### src/rtl/addertree_accum_ctrl.sv
// -----------------------------------------------------------------------------
// addertree_accum_ctrl
//
// Sequences multi-beat accumulation through the stage-2 compressor tree.
// The tree adds the current operand beat to the pre_output feedback. This block
// supplies that feedback: zero on the first beat of a result, and the previous
// resolved sum on every later beat. It counts beats per result. It returns the
// final sum to the output/activation stage over a valid/ready port.
//
// Optional feature macro: ACCUM_SAT_EN
//   Defined   : a carry out of the tree on any accepted beat sets a sticky
//               overflow flag. From then on, feedback and result saturate to
//               all-ones. out_ovf reports the flag with the result.
//   Undefined : tree_cout is ignored, sums wrap modulo 2^ACC_W, out_ovf = 0.
//
// Ports
//   clk, reset_n  clock (rising edge); asynchronous active-low reset
//   start         pulse: begin a result and latch cfg_len (honoured in IDLE only)
//   clear         synchronous abort to IDLE; highest priority
//   cfg_len       beats per result (0 is treated as 1)
//   in_valid      operand beat presented to the tree this cycle
//   in_ready      controller accepts a beat this cycle (ACC state)
//   tree_en       accepted beat; operand/pipeline capture enable
//   tree_sum      resolved tree sum for the presented beat
//   tree_cout     carry beyond bit ACC_W for the presented beat
//   pre_output    feedback to the tree
//   out_valid     out_data holds a finished result
//   out_ready     downstream accepts out_data
//   out_data      final accumulated result
//   out_ovf       overflow seen in this result
//   busy          controller is not IDLE
//   beat_cnt      beats remaining in the current result
// -----------------------------------------------------------------------------
module addertree_accum_ctrl #(
   parameter int LEN_W = 8,
   parameter int ACC_W = 13
) (
   input  logic             clk,
   input  logic             reset_n,
   input  logic             start,
   input  logic             clear,
   input  logic [LEN_W-1:0] cfg_len,
   input  logic             in_valid,
   output logic             in_ready,
   output logic             tree_en,
   input  logic [ACC_W-1:0] tree_sum,
   input  logic             tree_cout,
   output logic [ACC_W-1:0] pre_output,
   output logic             out_valid,
   input  logic             out_ready,
   output logic [ACC_W-1:0] out_data,
   output logic             out_ovf,
   output logic             busy,
   output logic [LEN_W-1:0] beat_cnt
);

   typedef enum logic [1:0] {
      S_IDLE = 2'd0,
      S_ACC  = 2'd1,
      S_OUT  = 2'd2
   } state_e;

   state_e           state_q, state_d;
   logic [ACC_W-1:0] acc_q;
   logic             first_q;
   logic [LEN_W-1:0] beat_cnt_q;
   logic [ACC_W-1:0] out_data_q;
   logic             out_valid_q;

   logic             accept;
   logic             last_beat;
   logic [ACC_W-1:0] beat_val;   // value this beat contributes to acc/result
   logic             beat_ovf;   // overflow status after this beat

   assign in_ready  = (state_q == S_ACC);
   assign tree_en   = in_valid & in_ready;
   assign accept    = tree_en & ~clear;
   assign last_beat = accept & (beat_cnt_q == LEN_W'(1));

   // Feedback is selected from registers only, so there is no combinational
   // path from tree_sum back into the tree.
   assign pre_output = first_q ? '0 : acc_q;
   assign out_valid  = out_valid_q;
   assign out_data   = out_data_q;
   assign busy       = (state_q != S_IDLE);
   assign beat_cnt   = beat_cnt_q;

`ifdef ACCUM_SAT_EN
   logic ovf_q;
   logic out_ovf_q;

   // Once the sticky flag is set, every later sum is forced to all-ones.
   assign beat_ovf = ovf_q | tree_cout;
   assign beat_val = beat_ovf ? '1 : tree_sum;
   assign out_ovf  = out_ovf_q;

   always_ff @(posedge clk or negedge reset_n) begin
      if (!reset_n) begin
         ovf_q     <= 1'b0;
         out_ovf_q <= 1'b0;
      end else if (clear || (state_q == S_IDLE && start)) begin
         ovf_q <= 1'b0;
      end else if (accept) begin
         ovf_q <= beat_ovf;
         if (last_beat) out_ovf_q <= beat_ovf;
      end
   end
`else
   logic unused_tree_cout;

   assign unused_tree_cout = tree_cout;
   assign beat_ovf         = 1'b0;
   assign beat_val         = tree_sum;
   assign out_ovf          = beat_ovf;
`endif

   // State register
   // NOTE: non-blocking assignments in clocked blocks. Every register then
   // samples values from before the edge, whatever the statement order.
   always_ff @(posedge clk or negedge reset_n) begin
      if (!reset_n) state_q <= S_IDLE;
      else          state_q <= state_d;
   end

   // Next-state logic
   // NOTE: state_d gets a default before any branch, so no latch is inferred.
   always_comb begin
      state_d = state_q;
      if (clear) begin
         state_d = S_IDLE;
      end else begin
         unique case (state_q)
            S_IDLE:  if (start)     state_d = S_ACC;
            S_ACC:   if (last_beat) state_d = S_OUT;
            S_OUT:   if (out_ready) state_d = S_IDLE;
            default:                state_d = S_IDLE;
         endcase
      end
   end

   // Accumulator, beat counter and result register
   always_ff @(posedge clk or negedge reset_n) begin
      if (!reset_n) begin
         acc_q       <= '0;
         first_q     <= 1'b1;
         beat_cnt_q  <= '0;
         out_data_q  <= '0;
         out_valid_q <= 1'b0;
      end else if (clear) begin
         // out_data keeps the last finished result across an abort.
         acc_q       <= '0;
         first_q     <= 1'b1;
         beat_cnt_q  <= '0;
         out_valid_q <= 1'b0;
      end else begin
         unique case (state_q)
            S_IDLE: begin
               if (start) begin
                  beat_cnt_q <= (cfg_len == '0) ? LEN_W'(1) : cfg_len;
                  first_q    <= 1'b1;
               end
            end
            S_ACC: begin
               if (accept) begin
                  acc_q      <= beat_val;
                  first_q    <= 1'b0;
                  beat_cnt_q <= beat_cnt_q - LEN_W'(1);
                  if (last_beat) begin
                     out_data_q  <= beat_val;
                     out_valid_q <= 1'b1;
                  end
               end
            end
            S_OUT: begin
               if (out_ready) begin
                  out_valid_q <= 1'b0;
                  first_q     <= 1'b1;
                  acc_q       <= '0;
               end
            end
            default: ;
         endcase
      end
   end

endmodule

### config.mk
export PLATFORM = sky130hd
export DESIGN_NAME = addertree_accum_ctrl
export DESIGN_NICKNAME = d
export VERILOG_FILES = /design/src/rtl/addertree_accum_ctrl.sv
export SDC_FILE = /design/constraint.sdc
export NUM_CORES = 1
export LEC_CHECK = 0
export ABC_CLOCK_PERIOD_IN_PS = 1890
export CORE_ASPECT_RATIO = 0.7
export CORE_MARGIN = 5
export CORE_UTILIZATION = 42
export CTS_BUF_LIST = sky130_fd_sc_hd__clkbuf_4 sky130_fd_sc_hd__clkbuf_8
export CTS_CLUSTER_DIAMETER = 40
export DETAILED_ROUTE_END_ITERATION = 16
export PLACE_DENSITY = 0.78
export SETUP_SLACK_MARGIN = 0.2
export SLEW_MARGIN = 20
export SYNTH_ARGS = -nofsm -noshare
export SYNTH_HDL_FRONTEND = slang
export SYNTH_SLANG_ARGS = --single-unit
### constraint.sdc
create_clock -name clk -period 1.89 [get_ports clk]
set_clock_uncertainty 0.15 [all_clocks]
set_input_delay 0.2835 -clock clk [delete_from_list [all_inputs] [get_ports clk]]
set_output_delay 0.2835 -clock clk [all_outputs]
set_load 0.01 [all_outputs]
==> out/qor.yml <==
placed_design:
  io_buffer_count: 64
  placedInstanceArea_um2: 2770
  place_congestion: 0.866
  dp_hpwl_um: 3960
routing:
  drtIter0Drc: 119
  viasPerCell: 5.47
  wl_met3_um: 514
  routed_wl_um: 6680
  drc_errors: 0
  top_layer_used: "met4"
  vias: 1984
  wl_per_cell_um: 18.4
  ant_nets: 0
  wl_met1_um: 2850
  routed-wl-met2_um: 3190
  firstDrtPassIters: 4
min_path:
  hold_path_class: "in2reg"
power:
  leakage_uw: 0.00159
  total_power_uw: 2260
  ir_drop_mv: 0.511
  comb_power_share_pct: 32.7
  p_int_uw: 1580
  p_clk_share_pct: 24.3
  power_frac_seq_pct: 43.0
  switching_share_pct: 29.8
  power_density_nw_per_um2: 691
  switchingPower_uw: 673
clock_network:
  cts_buffer_depth: 2
  cts_tree: "yes"
  cts_sinks: 38
  clkTransAtPathRegs_ps: 70
  cts_made_buffers: 5
  cts-root-buf: "clkbuf_8"
  clk_latency_ps: 290
  cts-htree-levels: 2
synth:
  netlist_area_um2: 1900
  syn_inst: 192
  ys_types: 38
  synth-edff-count: 0
  synth.most_common_cell: "dfrtp_1"
  yosys_warnings: 0
  ys.flop_type: "dfrtp_1"
  async_flop_share_pct: 100
  avgSynthCellArea_um2: 9.91
  yosysSeqAreaShare_pct: 50.0
  syn_nets: 222
  synth_top_area_share_pct: 48.7
  ys_seq_elements: 38
  yosys.area.top_type: "dfrtp_1"
  synthTopCellsByCount: "dfrtp_1, nand2_1, o21ai_0, nor2b_1, a21oi_1"
  synthTopCellsByArea: "dfrtp_1, o21ai_0, nand2_1"
status:
  violations: "setup timing"
  outcome: "complete, but fails checks"
grt:
  grt_max_degree: 35
  grt_pass1_vias: 1901
  grt_pass1_wl_um: 9270
  grt-ovfl-total: 0
  antenna_found_initial: 0
  track_usage_pct: 19.6
setup_path:
  arrival_ps: 1970
  critPathMaxFanout: 8
  critPathCaptureType: "flip-flop"
  reg2reg_depth: 6
  r2r_start: "state_q[0]"
  crit_start: "state_q[0]"
  r2r_slack_ps: -50
  reg2reg_to: "out_data[8]"
  endpoint: "out_data[8]"
  required_ps: 1920
  crit_type: "reg2reg"
  start_kind: "flip-flop"
sta:
  rsz0062_at_grt: "yes"
  fin_crit_sh_pct: 103
  tightestPinTransition_ps: 741
  min_period_ps: 1940
  relSlewSlack_pct: 50.6
  fmax_mhz: 515
  drv_slew: 0
  hold_violations: 0
  setup_ws_ps: -52.8
  setup_viol: 14
  hold_ws_ps: 323
floorplanning:
  row_count: 20
  die_width_um: 90.5
  core-area_um2: 4350
  start_util_pct: 43.7
  io_pins: 67
  die_area_um2: 6000
  dieHeight_um: 66.3
final_layout:
  design_area_um2: 3270
  multi_input_area_um2: 1070
  syn2layout_area_growth_pct: 71.6
  finalNetCount: 337
  postLayoutCoreUtil_pct: 75.0
  antenna_cells: 0
  drive_above_1_share_pct: 44.2
  ff_latch_area_um2: 955
  fillers: 293
flow_run:
  cap_viol_max_count: 0
-- cells in the final DEF (no fill, tap or decap), types with 9 or more instances in the layout --
cell,Yosys,final
nand2_1,32,19
buf_6,2,16
dfrtp_1,37,35
buf_4,1,32
dlygate4sd2_1,0,9
clkdlybuf4s50_1,0,37
o21ai_1,0,16
a21oi_1,12,10
nor2b_1,13,13
buf_2,1,10
-- power by group through the flow --
stage	Sequential (uW)	Combinational [uW]	Clock, uW
after global placement	976	568	0
final	970	738	547
after floorplan	1000	221	0
after global routing	982	780	599
after detailed placement	978	576	0
after CTS	957	631	556
-- critical path: stages, from the launching register on --
cell     delay, ps
dfrtp_1        370
buf_6          110
or3b_4         400
nor3_4         190
nand4_4        140
buf_12         180
mux2_4         290
-- registers in the layout, indices dropped and copies added, names as in the netlist --
| signal | cells |
|---|---|
| out_data | 13 |
| state_q | 2 |
| acc_q | 13 |
| first_q | 1 |
| beat_cnt | 8 |
| out_valid | 1 |
-- repair_timing --
action / in CTS / in global routing
buffers inserted: 14 / 10
hold buffers: 1 / 0
pin swaps: 6 / 23
setup endpoints to repair: 55 / 51
hold endpoints to repair: 32 / 0
gates cloned: 2 / 1
gates resized for setup: 88 / 82
-- worst min-delay path by stage --
stage / start / endpoint / slack [ps] / cells past startpoint
after floorplan: reset_n / acc_q[0] / -160 / 0
after global placement: reset_n / beat_cnt[2] / 240 / 1
after detailed placement: reset_n / beat_cnt[2] / 250 / 1
after CTS: cfg_len[6] / beat_cnt[6] / 300 / 3
after global routing: cfg_len[6] / beat_cnt[6] / 320 / 3
final: cfg_len[5] / beat_cnt[5] / 320 / 3
-- metrics by stage --
step	setup TNS, ps	cells	setup WS (ps)
4_1_cts	0	352	13.4
3_5_place_dp	-4740	327	-324
3_3_place_gp	-4140	327	-285
5_1_grt	-1270	363	-99.3
6_report	-389	363	-52.8
2_1_floorplan	-814	192	-68.3
-- cell families (layout without fill, tap and decap cells) --
family          Yosys count  after routing  share of synthesized area [%]
mux                      16             16                           10.7
buf+inv                  16            132                           4.21
flops                    38             38                           50.0
other cells               1              1                          0.197
simple gates             71             71                           19.5
fa+ha+maj                 2              2                           1.31
compound gates           48             48                           14.0
-- per-layer routing --
| layer | GRT usage (%) | vias to the layer above |
|---|---|---|
| li1 | - | 896 |
| met1 | 26.7 | 968 |
| met2 | 30.8 | 105 |
| met3 | 5.46 | 15 |
| met4 | 4.83 | 0 |
| met5 | 0 | - |
-- cell type report --
class	count	share of cell area, %
Clock buffer	6	2.34
Clock inverter	2	0.307
Inverter	7	0.996
Multi-Input combinational cell	138	32.6
Sequential cell	38	29.2
Tap cell	55	2.11
Timing Repair Buffer	117	32.4
No activity file was read; power rests on OpenSTA's default activity.
